## config.mk

```make
export PLATFORM = sky130hd
export DESIGN_NAME = uart_frame_tx
export DESIGN_NICKNAME = d
export VERILOG_FILES = /design/src/rtl/uart_frame_tx.sv
export SDC_FILE = /design/constraint.sdc
export NUM_CORES = 1
export LEC_CHECK = 0
export ABC_CLOCK_PERIOD_IN_PS = 2600
export CORE_MARGIN = 4
export CORE_UTILIZATION = 50
export DETAILED_ROUTE_END_ITERATION = 7
export DONT_BUFFER_PORTS = 1
export HOLD_SLACK_MARGIN = 0.15
export PLACE_DENSITY = 0.63
export REMOVE_ABC_BUFFERS = 1
export SYNTH_ARGS = -nofsm -noshare
export SYNTH_HDL_FRONTEND = slang
export SYNTH_SLANG_ARGS = --single-unit
```

## constraint.sdc

```tcl
create_clock -name i_clk -period 2.6 [get_ports i_clk]
set_input_delay 0.65 -clock i_clk [delete_from_list [all_inputs] [get_ports i_clk]]
set_output_delay 0.65 -clock i_clk [all_outputs]
set_load 0.02 [all_outputs]
```

## src/rtl/uart_frame_tx.sv

```systemverilog
// Frames upstream bytes for a byte-wide UART transmitter: each frame is a
// HEADER_BYTE sync byte followed by FRAME_LEN data bytes drawn from a small FIFO.
module uart_frame_tx #(
    parameter logic [7:0] HEADER_BYTE = 8'hAA,
    parameter int         FRAME_LEN   = 16,
    parameter int         FIFO_DEPTH  = 8
) (
    input  logic       i_clk,
    input  logic       i_rst,
    input  logic       i_s_valid,
    input  logic [7:0] i_s_byte,
    output logic       o_s_ready,
    output logic       o_tx_dv,
    output logic [7:0] o_tx_byte,
    input  logic       i_tx_active,
    input  logic       i_tx_done,
    output logic       o_frame_done,
    output logic       o_busy
);

    localparam int          AW         = $clog2(FIFO_DEPTH);
    localparam logic [AW:0] FULL_COUNT = (AW + 1)'(FIFO_DEPTH);
    localparam logic [7:0]  LAST_COUNT = 8'(FRAME_LEN);

    localparam logic [2:0] IDLE      = 3'd0;
    localparam logic [2:0] SEND_HDR  = 3'd1;
    localparam logic [2:0] WAIT_HDR  = 3'd2;
    localparam logic [2:0] SEND_DATA = 3'd3;
    localparam logic [2:0] WAIT_DATA = 3'd4;

    logic [7:0]    mem_q [FIFO_DEPTH];
    logic [AW-1:0] wr_ptr_q, wr_ptr_d;
    logic [AW-1:0] rd_ptr_q, rd_ptr_d;
    logic [AW:0]   count_q, count_d;
    logic [2:0]    state_q, state_d;
    logic [7:0]    data_cnt_q, data_cnt_d;
    logic          tx_dv_q, tx_dv_d;
    logic [7:0]    tx_byte_q, tx_byte_d;
    logic          frame_done_q, frame_done_d;

    logic push;
    logic pop;
    logic fifo_empty;

    // Ready depends only on the registered count, so upstream never sees a
    // combinational path from its own valid or from this cycle's pop.
    assign o_s_ready  = (count_q != FULL_COUNT);
    assign push       = i_s_valid && o_s_ready;
    assign fifo_empty = (count_q == '0);

    always_comb begin
        wr_ptr_d = wr_ptr_q;
        rd_ptr_d = rd_ptr_q;
        count_d  = count_q;
        if (push) begin
            wr_ptr_d = wr_ptr_q + 1'b1;
        end
        if (pop) begin
            rd_ptr_d = rd_ptr_q + 1'b1;
        end
        case ({push, pop})
            2'b10:   count_d = count_q + 1'b1;
            2'b01:   count_d = count_q - 1'b1;
            default: count_d = count_q;
        endcase
    end

    always_ff @(posedge i_clk) begin
        if (push) begin
            mem_q[wr_ptr_q] <= i_s_byte;
        end
    end

    always_comb begin
        state_d      = state_q;
        data_cnt_d   = data_cnt_q;
        tx_dv_d      = 1'b0;
        tx_byte_d    = tx_byte_q;
        frame_done_d = 1'b0;
        pop          = 1'b0;
        case (state_q)
            IDLE: begin
                if (!fifo_empty && !i_tx_active) begin
                    tx_dv_d   = 1'b1;
                    tx_byte_d = HEADER_BYTE;
                    state_d   = WAIT_HDR;
                end
            end
            SEND_HDR: begin
                if (!i_tx_active) begin
                    tx_dv_d   = 1'b1;
                    tx_byte_d = HEADER_BYTE;
                    state_d   = WAIT_HDR;
                end
            end
            WAIT_HDR: begin
                if (i_tx_done) begin
                    data_cnt_d = 8'd0;
                    state_d    = SEND_DATA;
                end
            end
            SEND_DATA: begin
                // Stall indefinitely on an empty buffer; frames are never padded.
                if (!fifo_empty && !i_tx_active) begin
                    tx_dv_d    = 1'b1;
                    tx_byte_d  = mem_q[rd_ptr_q];
                    pop        = 1'b1;
                    data_cnt_d = data_cnt_q + 8'd1;
                    state_d    = WAIT_DATA;
                end
            end
            WAIT_DATA: begin
                if (i_tx_done) begin
                    if (data_cnt_q == LAST_COUNT) begin
                        frame_done_d = 1'b1;
                        state_d      = IDLE;
                    end else begin
                        state_d = SEND_DATA;
                    end
                end
            end
            default: begin
                state_d = IDLE;
            end
        endcase
    end

    always_ff @(posedge i_clk or posedge i_rst) begin
        if (i_rst) begin
            wr_ptr_q     <= '0;
            rd_ptr_q     <= '0;
            count_q      <= '0;
            state_q      <= IDLE;
            data_cnt_q   <= 8'd0;
            tx_dv_q      <= 1'b0;
            tx_byte_q    <= 8'h00;
            frame_done_q <= 1'b0;
        end else begin
            wr_ptr_q     <= wr_ptr_d;
            rd_ptr_q     <= rd_ptr_d;
            count_q      <= count_d;
            state_q      <= state_d;
            data_cnt_q   <= data_cnt_d;
            tx_dv_q      <= tx_dv_d;
            tx_byte_q    <= tx_byte_d;
            frame_done_q <= frame_done_d;
        end
    end

    assign o_tx_dv      = tx_dv_q;
    assign o_tx_byte    = tx_byte_q;
    assign o_frame_done = frame_done_q;
    assign o_busy       = (state_q != IDLE);

endmodule

```

==> flow_results.org, run 1 <==
** Die
- Total Die Area :: 9760 sq um
- Measured along the y axis, the die boundary spans 98.8 um.
- I/O Pins :: 25
- The initial utilization of the core area, before any placement, comes to 52.3%.
- The floorplan has 32 rows.
- Floorplan die width :: 98.8 um
- Core area :: 7890 sq um

** Setup path
- Cell occurring most often along the worst timing path :: sky130_fd_sc_hd__xor2_1
- Worst-path cell chain :: nor4_2, nor3_2, ha_1, xor2_1, ha_1, a21oi_1, xor2_1, nor2_1, xor2_1
- Crit path max fanout :: 9
- Arrival time at the worst endpoint :: 2420 ps
- Crit Path Category :: reg2reg
- STA puts the critical path data required time at 2840 ps.
- Type of element launching the critical path :: register
- Crit. End Element :: register
- The slowest stage of the critical path is the sky130_fd_sc_hd__dfrtp_1 cell.
- Delay of the slowest cell on the worst path :: 490 ps

** Global route
- Tot GR Track Use :: 16.9%
- Via count of the first global-routing pass :: 2273
- First-pass GRT wire length :: 12.4 mm
- The number of antenna violations at the first check in global routing came to 0.
- After global routing the overflow that remains totals 0.
- Entering global routing, the biggest net connects 32 pins.

** Detailed routing
- The pre-antenna-repair detailed-routing pass consisted of 4 iterations.
- Number of vias per cell after detailed routing :: 5.97
- Total via count after detailed routing :: 2294
- The detail route stage leaves a number of antenna-violating nets equal to 0.
- Drt total wl :: 7.74 mm
- Drt first-iter violations :: 73
- After detailed routing, the number of remaining DRC violations is 0.
- Detail-routed net length per standard cell :: 20.1 um

** Synthesis
- Synth unique cells :: 51
- After synthesis, the most frequently instantiated cells are 64 x sky130_fd_sc_hd__edfxtp_1, 31 x sky130_fd_sc_hd__dfrtp_1, 16 x sky130_fd_sc_hd__mux4_2.
- In the synthesized netlist the async set-or-reset flop fraction comes to 32.6%.
- The average instance in the mapped netlist occupies 15.7 sq um.
- Synthesized instance count :: 262
- Cell with the most instances after synthesis :: sky130_fd_sc_hd__edfxtp_1
- The cell area that synthesis handed to floorplanning was 4120 sq um.
- By area the synthesized netlist is led by sky130_fd_sc_hd__edfxtp_1 47%, sky130_fd_sc_hd__dfrtp_1 19%, sky130_fd_sc_hd__mux4_2 8.7%.
- Post-synth top area cell :: sky130_fd_sc_hd__edfxtp_1
- Main synth FF type :: sky130_fd_sc_hd__edfxtp_1
- Area share of the largest cell type after synthesis :: 46.6%
- Count of yosys warnings during synthesis :: 0
- Seq cells post-synth :: 95
- Summing the sequential cell areas from Yosys gives 65.5% of the chip area.
- Number of enable flip-flop cells after synthesis :: 64

** Placement
- At the end of routability-driven placement, the weighted congestion stood at 0.739.
- Summed over all nets, the half-perimeter wirelength after detailed placement is 4.97 mm.
- During placement, the flow inserted port buffers numbering 0.

** Power and ir drop
- Total design power :: 4860 uW
- For this design the ratio of total power to cell area is 1080 nW/um^2.
- Summed over all cells, the static leakage comes to 0.00164 uW.
- IR Drop Worst-Case VDD :: 0.000484 V

** Timing
- Post-layout min period :: 2170 ps
- Tightest Pin Transition :: 709 ps
- Fmax :: 461 MHz
- Final number of hold-violating endpoints :: 0
- Setup violations remaining at the end of the flow were counted as 0.
- The final-report max-slew violation count is 0.
- After routing, the total negative slack on setup checks comes to 0 ps.
- In the finished design, the share of the clock period the worst path needs comes to 83.5%.
- Setup repair after global routing missed its margin :: false
- Clock skew on the completed layout was measured at 10.8 ps.
- In this run the tightest slew margin relative to its limit is 52.7%.

** Clock network
- No sink is reached through more buffers than the 2 on the longest clock path.
- The number of clock buffers added by TritonCTS is 9.
- Once the clock tree was built, the resizer swapped 0 gates to a different size.
- TritonCTS clock tree :: yes
- Number of clock sinks :: 95
- Once the clock tree was built, the setup fixing pass inserted 0 buffers.
- Clock network latency to the later pin of the worst-skew pair :: 370 ps
- Clock-pin slew was measured on the worst setup and hold paths at 100 ps.
- The H-tree was split into 3 levels.
- Root Driver :: sky130_fd_sc_hd__clkbuf_8
- Cts hold-fix bufs :: 0

** Worst hold path
- The tightest min-delay check is of the in2async type.

** Finish
- After filler insertion, the fill cell instance count of the layout stands at 610.
- The area growth from synthesis to layout is 9.59%.
- The number of antenna diodes in the final layout is 0.
- Total Nets Final :: 297
- Ratio of cells with drive above 1 in the final layout :: 22.3%

** Status
- The run finished with clean final reports.

** Flow run
- Max Cap Violations :: 0
==> kinds of logic (layout without fill, tap and decap cells) <==
| family | after synthesis | count (layout) | share of synthesized area (%) |
|---|---|---|---|
| DFF | 95 | 95 | 65.5 |
| and+or+nand+nor | 67 | 67 | 9.32 |
| AOI/OAI and AO/OA | 36 | 36 | 7.04 |
| muxes | 28 | 28 | 11.9 |
| buffers and inverters | 20 | 40 | 2.28 |
| xor gates and xnor gates | 9 | 9 | 1.91 |
| adders and majority gates | 7 | 7 | 2.12 |
==> final timing paths <==
kind                                from  cells past startpoint  slack [ps]             to
setup / recovery              count_q[1]                      9         430     count_q[2]
setup reg to reg              count_q[1]                      9         430     count_q[2]
min in group i_clk           i_s_byte[6]                      0         370    mem_q[2][6]
max in group asynchronous          i_rst                      2        2050   o_tx_byte[4]
hold / removal                     i_rst                      2         250    rd_ptr_q[2]
hold reg to reg            data_cnt_q[7]                      1         500  data_cnt_q[7]
==> worst max-delay path: cells and delay by family, from the launching register on <==
kind	cells	cell delay (ps)
adder cells (fa/ha/maj)	2	440
XOR/XNOR	3	470
AND/OR/NAND/NOR	3	520
flip-flops	1	490
AO/OA/AOI/OAI	1	150
==> per-stage QoR <==
step / instances / worst slack (ps) / hold WS (ps) / area [sq um] / util, %
floorplan: 249 / 51.2 / 441 / 4050 / -
global placement: 368 / 473 / 471 / 4320 / 54.7
detailed placement: 368 / 441 / 481 / 4320 / 54.7
CTS: 384 / 424 / 257 / 4520 / 57.3
global route: 384 / 245 / 285 / 4520 / 57.3
finish: 384 / 430 / 252 / 4520 / 57.3
==> flip-flops by register name (all words and copies together) (netlist names), 3 cells and up <==
register / cells
mem_q: 64
o_tx_byte: 8
rd_ptr_q: 3
wr_ptr_q: 3
count_q: 4
data_cnt_q: 8
state_q: 3
==> cells in the final DEF, fill, tap and decap left out, drive strengths merged, types with 2 or more instances in the layout <==
cell	n
clkinv	2
nand4	2
o22ai	2
a221o	4
mux2	7
nand3	5
dfrtp	31
nor4	7
nor2	13
xnor2	5
o41ai	2
inv	10
a2bb2oi	4
o311ai	2
a21oi	4
clkbuf	10
xor2	4
ha	7
o21ai	6
buf	17
nor3	7
nand2b	5
or3	2
nand3b	2
a22o	5
nand2	11
and3	5
nor4b	2
edfxtp	64
mux4	16
mux2i	5
==> report_power, final <==
part	leakage [uW]	internal, uW	switching [uW]
clock	0.000103	475	530
combinational	0.000578	764	682
sequential	0.000964	1950	452
total	0.00164	3190	1660
==> area by class of cell <==
| type | count | area, sq um | share of cell area [%] |
|---|---|---|---|
| timing repair buffer | 17 | 128 | 2.83 |
| tap | 102 | 128 | 2.83 |
| clock inverter | 6 | 63.8 | 1.41 |
| clock buffer | 10 | 138 | 3.05 |
| inverter | 7 | 26.3 | 0.582 |
| multi-input combinational | 147 | 1340 | 29.6 |
| sequential | 95 | 2700 | 59.7 |
==> layer usage <==
metal,part of all wire [%],track usage [%],vias to the layer above
li1,-,-,1064
met1,45,22.5,1191
met2,49,26.8,30
met3,3.9,4.81,9
met4,1.3,5.67,0
met5,0,0,-
Power figures use the tool's default switching activity.
==> run 2: changes to the inputs <==
--- a/config.mk
+++ b/config.mk
@@ -5,13 +5,13 @@
 export SDC_FILE = /design/constraint.sdc
 export NUM_CORES = 1
 export LEC_CHECK = 0
-export ABC_CLOCK_PERIOD_IN_PS = 2600
+export ABC_CLOCK_PERIOD_IN_PS = 1950
 export CORE_MARGIN = 4
 export CORE_UTILIZATION = 50
 export DETAILED_ROUTE_END_ITERATION = 7
 export DONT_BUFFER_PORTS = 1
 export HOLD_SLACK_MARGIN = 0.15
-export PLACE_DENSITY = 0.63
+export PLACE_DENSITY = 0.66
 export REMOVE_ABC_BUFFERS = 1
 export SYNTH_ARGS = -nofsm -noshare
 export SYNTH_HDL_FRONTEND = slang
==> constraint.sdc (replaced) <==
create_clock -name i_clk -period 1.95 [get_ports i_clk]
set_input_delay 0.4875 -clock i_clk [delete_from_list [all_inputs] [get_ports i_clk]]
set_output_delay 0.4875 -clock i_clk [all_outputs]
set_load 0.02 [all_outputs]
==> flow_results.org, run 2 (synthesis results as in run 1) <==
** Placement
- Final GP Congestion :: 0.782 (+5.7%)
- The number of I/O port buffers is 0 (unchanged).
- The placed wire-length estimate was 4.97 mm (about the same).
- Post-DP Area :: 4430 sq um (+2.6%)
- Cell count after placement :: 381 (+3.5%)

** Setup path
- Cell family contributing the most delay on the critical path :: buffers and inverters
- Crit. End Element :: primary output
- The critical path goes through buf_6, nor3_4, nand2_2, buf_4, buf_6.
- Worst path buffer plus inverter count :: 3 (+3)
- The data required time at the worst endpoint is 1460 ps (-1380 ps).
- The top fanout value on the critical path came to 3 (-6).
- The delay of the slowest cell on the worst path is 420 ps (-70 ps).
- Crit Path Category :: reg2out
- Cell occurring most often along the worst timing path :: sky130_fd_sc_hd__buf_6
- Type of element launching the critical path :: register
- The data arrival at the endpoint of the critical path was 1480 ps (-940 ps).
- For this design, the slowest cell found on the critical path is sky130_fd_sc_hd__dfrtp_1.

** Finish
- The combined flip-flop and latch cell area is 2700 sq um (unchanged).
- mem_q holds more flip-flops than any other register.
- The area of the multi-input gates came to 1450 sq um (+8.7%).
- The flip-flop count of the largest register after layout was 64 (unchanged).
- The final standard cell count with taps included and fillers excluded came to 411 (+7.0%).
- The area growth from synthesis to layout is 18.9%.
- Highest-count cells in the layout ignoring fill and taps :: 64 x sky130_fd_sc_hd__edfxtp_1, 32 x sky130_fd_sc_hd__buf_4, 31 x sky130_fd_sc_hd__dfrtp_1, 16 x sky130_fd_sc_hd__mux4_2
- The total of fill cells in the finished design is 544 (-11%).
- Finished Cell Area :: 4900 sq um (+8.5%)
- Ratio of cells with drive above 1 in the final layout :: 34.3% (+12 points)
- Leading cell type in the layout, fill and taps excluded :: sky130_fd_sc_hd__edfxtp_1
- Final core occ :: 62.1% (+4.9 points)
- The total inserted antenna cells is 0 (unchanged).
- Total Nets Final :: 324 (+9.1%)

** Timing
- The setup clock skew after layout is 11.5 ps (+0.773 ps).
- Setup repair after global routing missed its margin :: true
- The minimum setup slack in the final design is -17.6 ps (-447 ps).
- The relative slew slack is 57.5% (+4.8 points).
- For this run, the top clock speed supported by timing is 508 MHz.
- The final setup violation count is 2 (+2).
- The final-report max-slew violation count came to 0 (unchanged).
- Post-layout min period :: 1970 ps
- Dividing the final minimum period by the clock period gives 101%.
- Tightest Pin Transition :: 633 ps (-75.9 ps)
- Final number of hold-violating endpoints :: 0 (unchanged)

** Detailed routing
- The number of detailed-route iterations in the first pass was 4 (unchanged).
- Detail-routed net length per standard cell :: 19.2 um (-4.8%)
- The count of vias placed by the detailed router is 2424 (+5.7%).
- The number of design rule violations left after detail routing was 0 (unchanged).
- Detail Route Antenna Nets :: 0 (unchanged)
- Number of vias per cell after detailed routing :: 5.90 (-1.3%)
- The number of DRC markers in iteration 0 came to 76 (+4.1%).
- The routed wire length was 7.88 mm (+1.9%).

** Global route
- Initial antenna violation count :: 0 (unchanged)
- Routing layer with the top usage in global route :: met2
- The wire length of the first global-routing pass came to 12.9 mm (+4.5%).
- The global-route track usage on met3 is 4.67% (-0.14 points).
- The met2 global-route usage came to 27.7% (+0.93 points).
- The via count of the first global-routing pass is 2398 (+5.5%).
- The overflow left after global routing is 0 (unchanged).
- Largest net degree at the start of global routing :: 32 (unchanged)
- Tot GR Track Use :: 17.3% (+0.44 points)
- The global routing met1 resource utilization is 23.5% (+0.94 points).

** Flow run
- Max Cap Violations :: 0 (unchanged)

** Clock network
- TritonCTS clock tree :: yes
- Root Driver :: sky130_fd_sc_hd__clkbuf_8
- The CTS clock-pin slew for the worst setup and hold paths came to 100 ps (about the same).
- Clock network latency to the later pin of the worst-skew pair :: 350 ps (-20 ps)
- Number of buffers added by the clock tree synthesis step :: 9 (unchanged)
- The number of levels the H-tree was split into is 3 (unchanged).
- Largest buffer count on any clock path :: 2 (unchanged)
- Number of clock sinks :: 95 (unchanged)

** Power and ir drop
- The power density over the cells came to 1450 nW/um^2 (+35%).
- IR Drop Worst-Case VDD :: 0.000681 V (+41%)
- The leakage power figure was 0.00180 uW (+9.6%).

** Die
- Effective utilization at floorplan :: 52.3% (unchanged)
- I/O Pins :: 25 (unchanged)
- The standard-cell row count came to 32 (unchanged).
- Total Die Area :: 9760 sq um (unchanged)
- The width of the chip is 98.8 um (unchanged).
- Vertical extent of the die :: 98.8 um (unchanged)
- The core area is 7890 sq um (unchanged).

** Worst hold path
- Worst min path class :: in2reg

** Status
- The run finished, with violations left.
- Failing checks :: negative setup slack
[run 2: cell count changes in the layout (fill, tap and decap cells not counted), moves of 3 or more]
cell and change:
sky130_fd_sc_hd__buf_4 +15, sky130_fd_sc_hd__buf_6 +8, sky130_fd_sc_hd__ha_1 -3, sky130_fd_sc_hd__nor2_1 -3, sky130_fd_sc_hd__nor2_2 +3
[run 2: worst register-to-register path, stage by stage (launching register included)]
cell,delay [ps]
sky130_fd_sc_hd__dfrtp_1,420
sky130_fd_sc_hd__buf_6,140
sky130_fd_sc_hd__buf_6,100
sky130_fd_sc_hd__or4_4,520
sky130_fd_sc_hd__and3_4,200
sky130_fd_sc_hd__a31oi_4,220
sky130_fd_sc_hd__inv_2,110
sky130_fd_sc_hd__a2bb2oi_1,140
[run 2: per-layer routing]
layer  part of all wire, %  vias to the layer above  wire length (um)
met5                     0                        -                 0
met4                   1.2                        0                93
met3                   6.9                        8               541
met2                    50                       75              3920
met1                    42                     1228              3330
li1                      -                     1113                 -
[run 2: stage by stage]
| step | power (uW) | setup WS [ps] | hold WS, ps | TNS [ps] |
|---|---|---|---|---|
| after floorplan | 4570 | -599 | 441 | -5670 |
| after global placement | 5390 | -23.7 | 467 | -23.7 |
| after detailed placement | 5430 | -66.1 | 478 | -128 |
| after CTS | 6940 | -55.8 | 202 | -119 |
| after global routing | 7570 | -139 | 187 | -1210 |
| final | 7120 | -17.6 | 224 | -23.2 |
[run 2: repair_timing]
action / 4_1_cts / 5_1_grt
cloned: 1 / 0
pin swaps: 6 / 10
hold endpoints to repair: 31 / 0
resized for setup: 17 / 14
hold buffers: 1 / 0
endpoints found under the setup margin: 11 / 15
buffers inserted: 5 / 7
[run 2: power by group]
group / internal, uW / total [uW] / switching [uW]
Combinational: 1550 / 2830 / 1280
Clock: 517 / 1220 / 702
Sequential: 2610 / 3070 / 458
[run 2: worst paths after layout]
check,start,end,slack (ps),cells after the start
max,count_q[0],o_s_ready,-20,5
min,i_s_byte[0],mem_q[2][0],220,0
max reg2reg,count_q[0],o_tx_byte[5],-10,7
min reg2reg,data_cnt_q[7],data_cnt_q[7],490,1
max in group asynchronous,i_rst,rd_ptr_q[1],990,3
min in group asynchronous,i_rst,state_q[1],660,3
[run 2: area by class of cell]
cell class | count | area share, %
clock buffers | 10 | 2.81
flip-flops and latches | 95 | 55.1
multi-input cells | 147 | 29.6
clock inverters | 6 | 1.02
well taps | 102 | 2.60
inverters | 7 | 0.536
repair buffers | 44 | 8.32
==> run 3: changes to the inputs <==
--- a/config.mk
+++ b/config.mk
@@ -5,7 +5,6 @@
 export SDC_FILE = /design/constraint.sdc
 export NUM_CORES = 1
 export LEC_CHECK = 0
-export ABC_CLOCK_PERIOD_IN_PS = 1950
 export CORE_MARGIN = 4
 export CORE_UTILIZATION = 50
 export DETAILED_ROUTE_END_ITERATION = 7
==> results of run 3 <==
No change in the layout: final DEF, timing and power equal those of run 2.
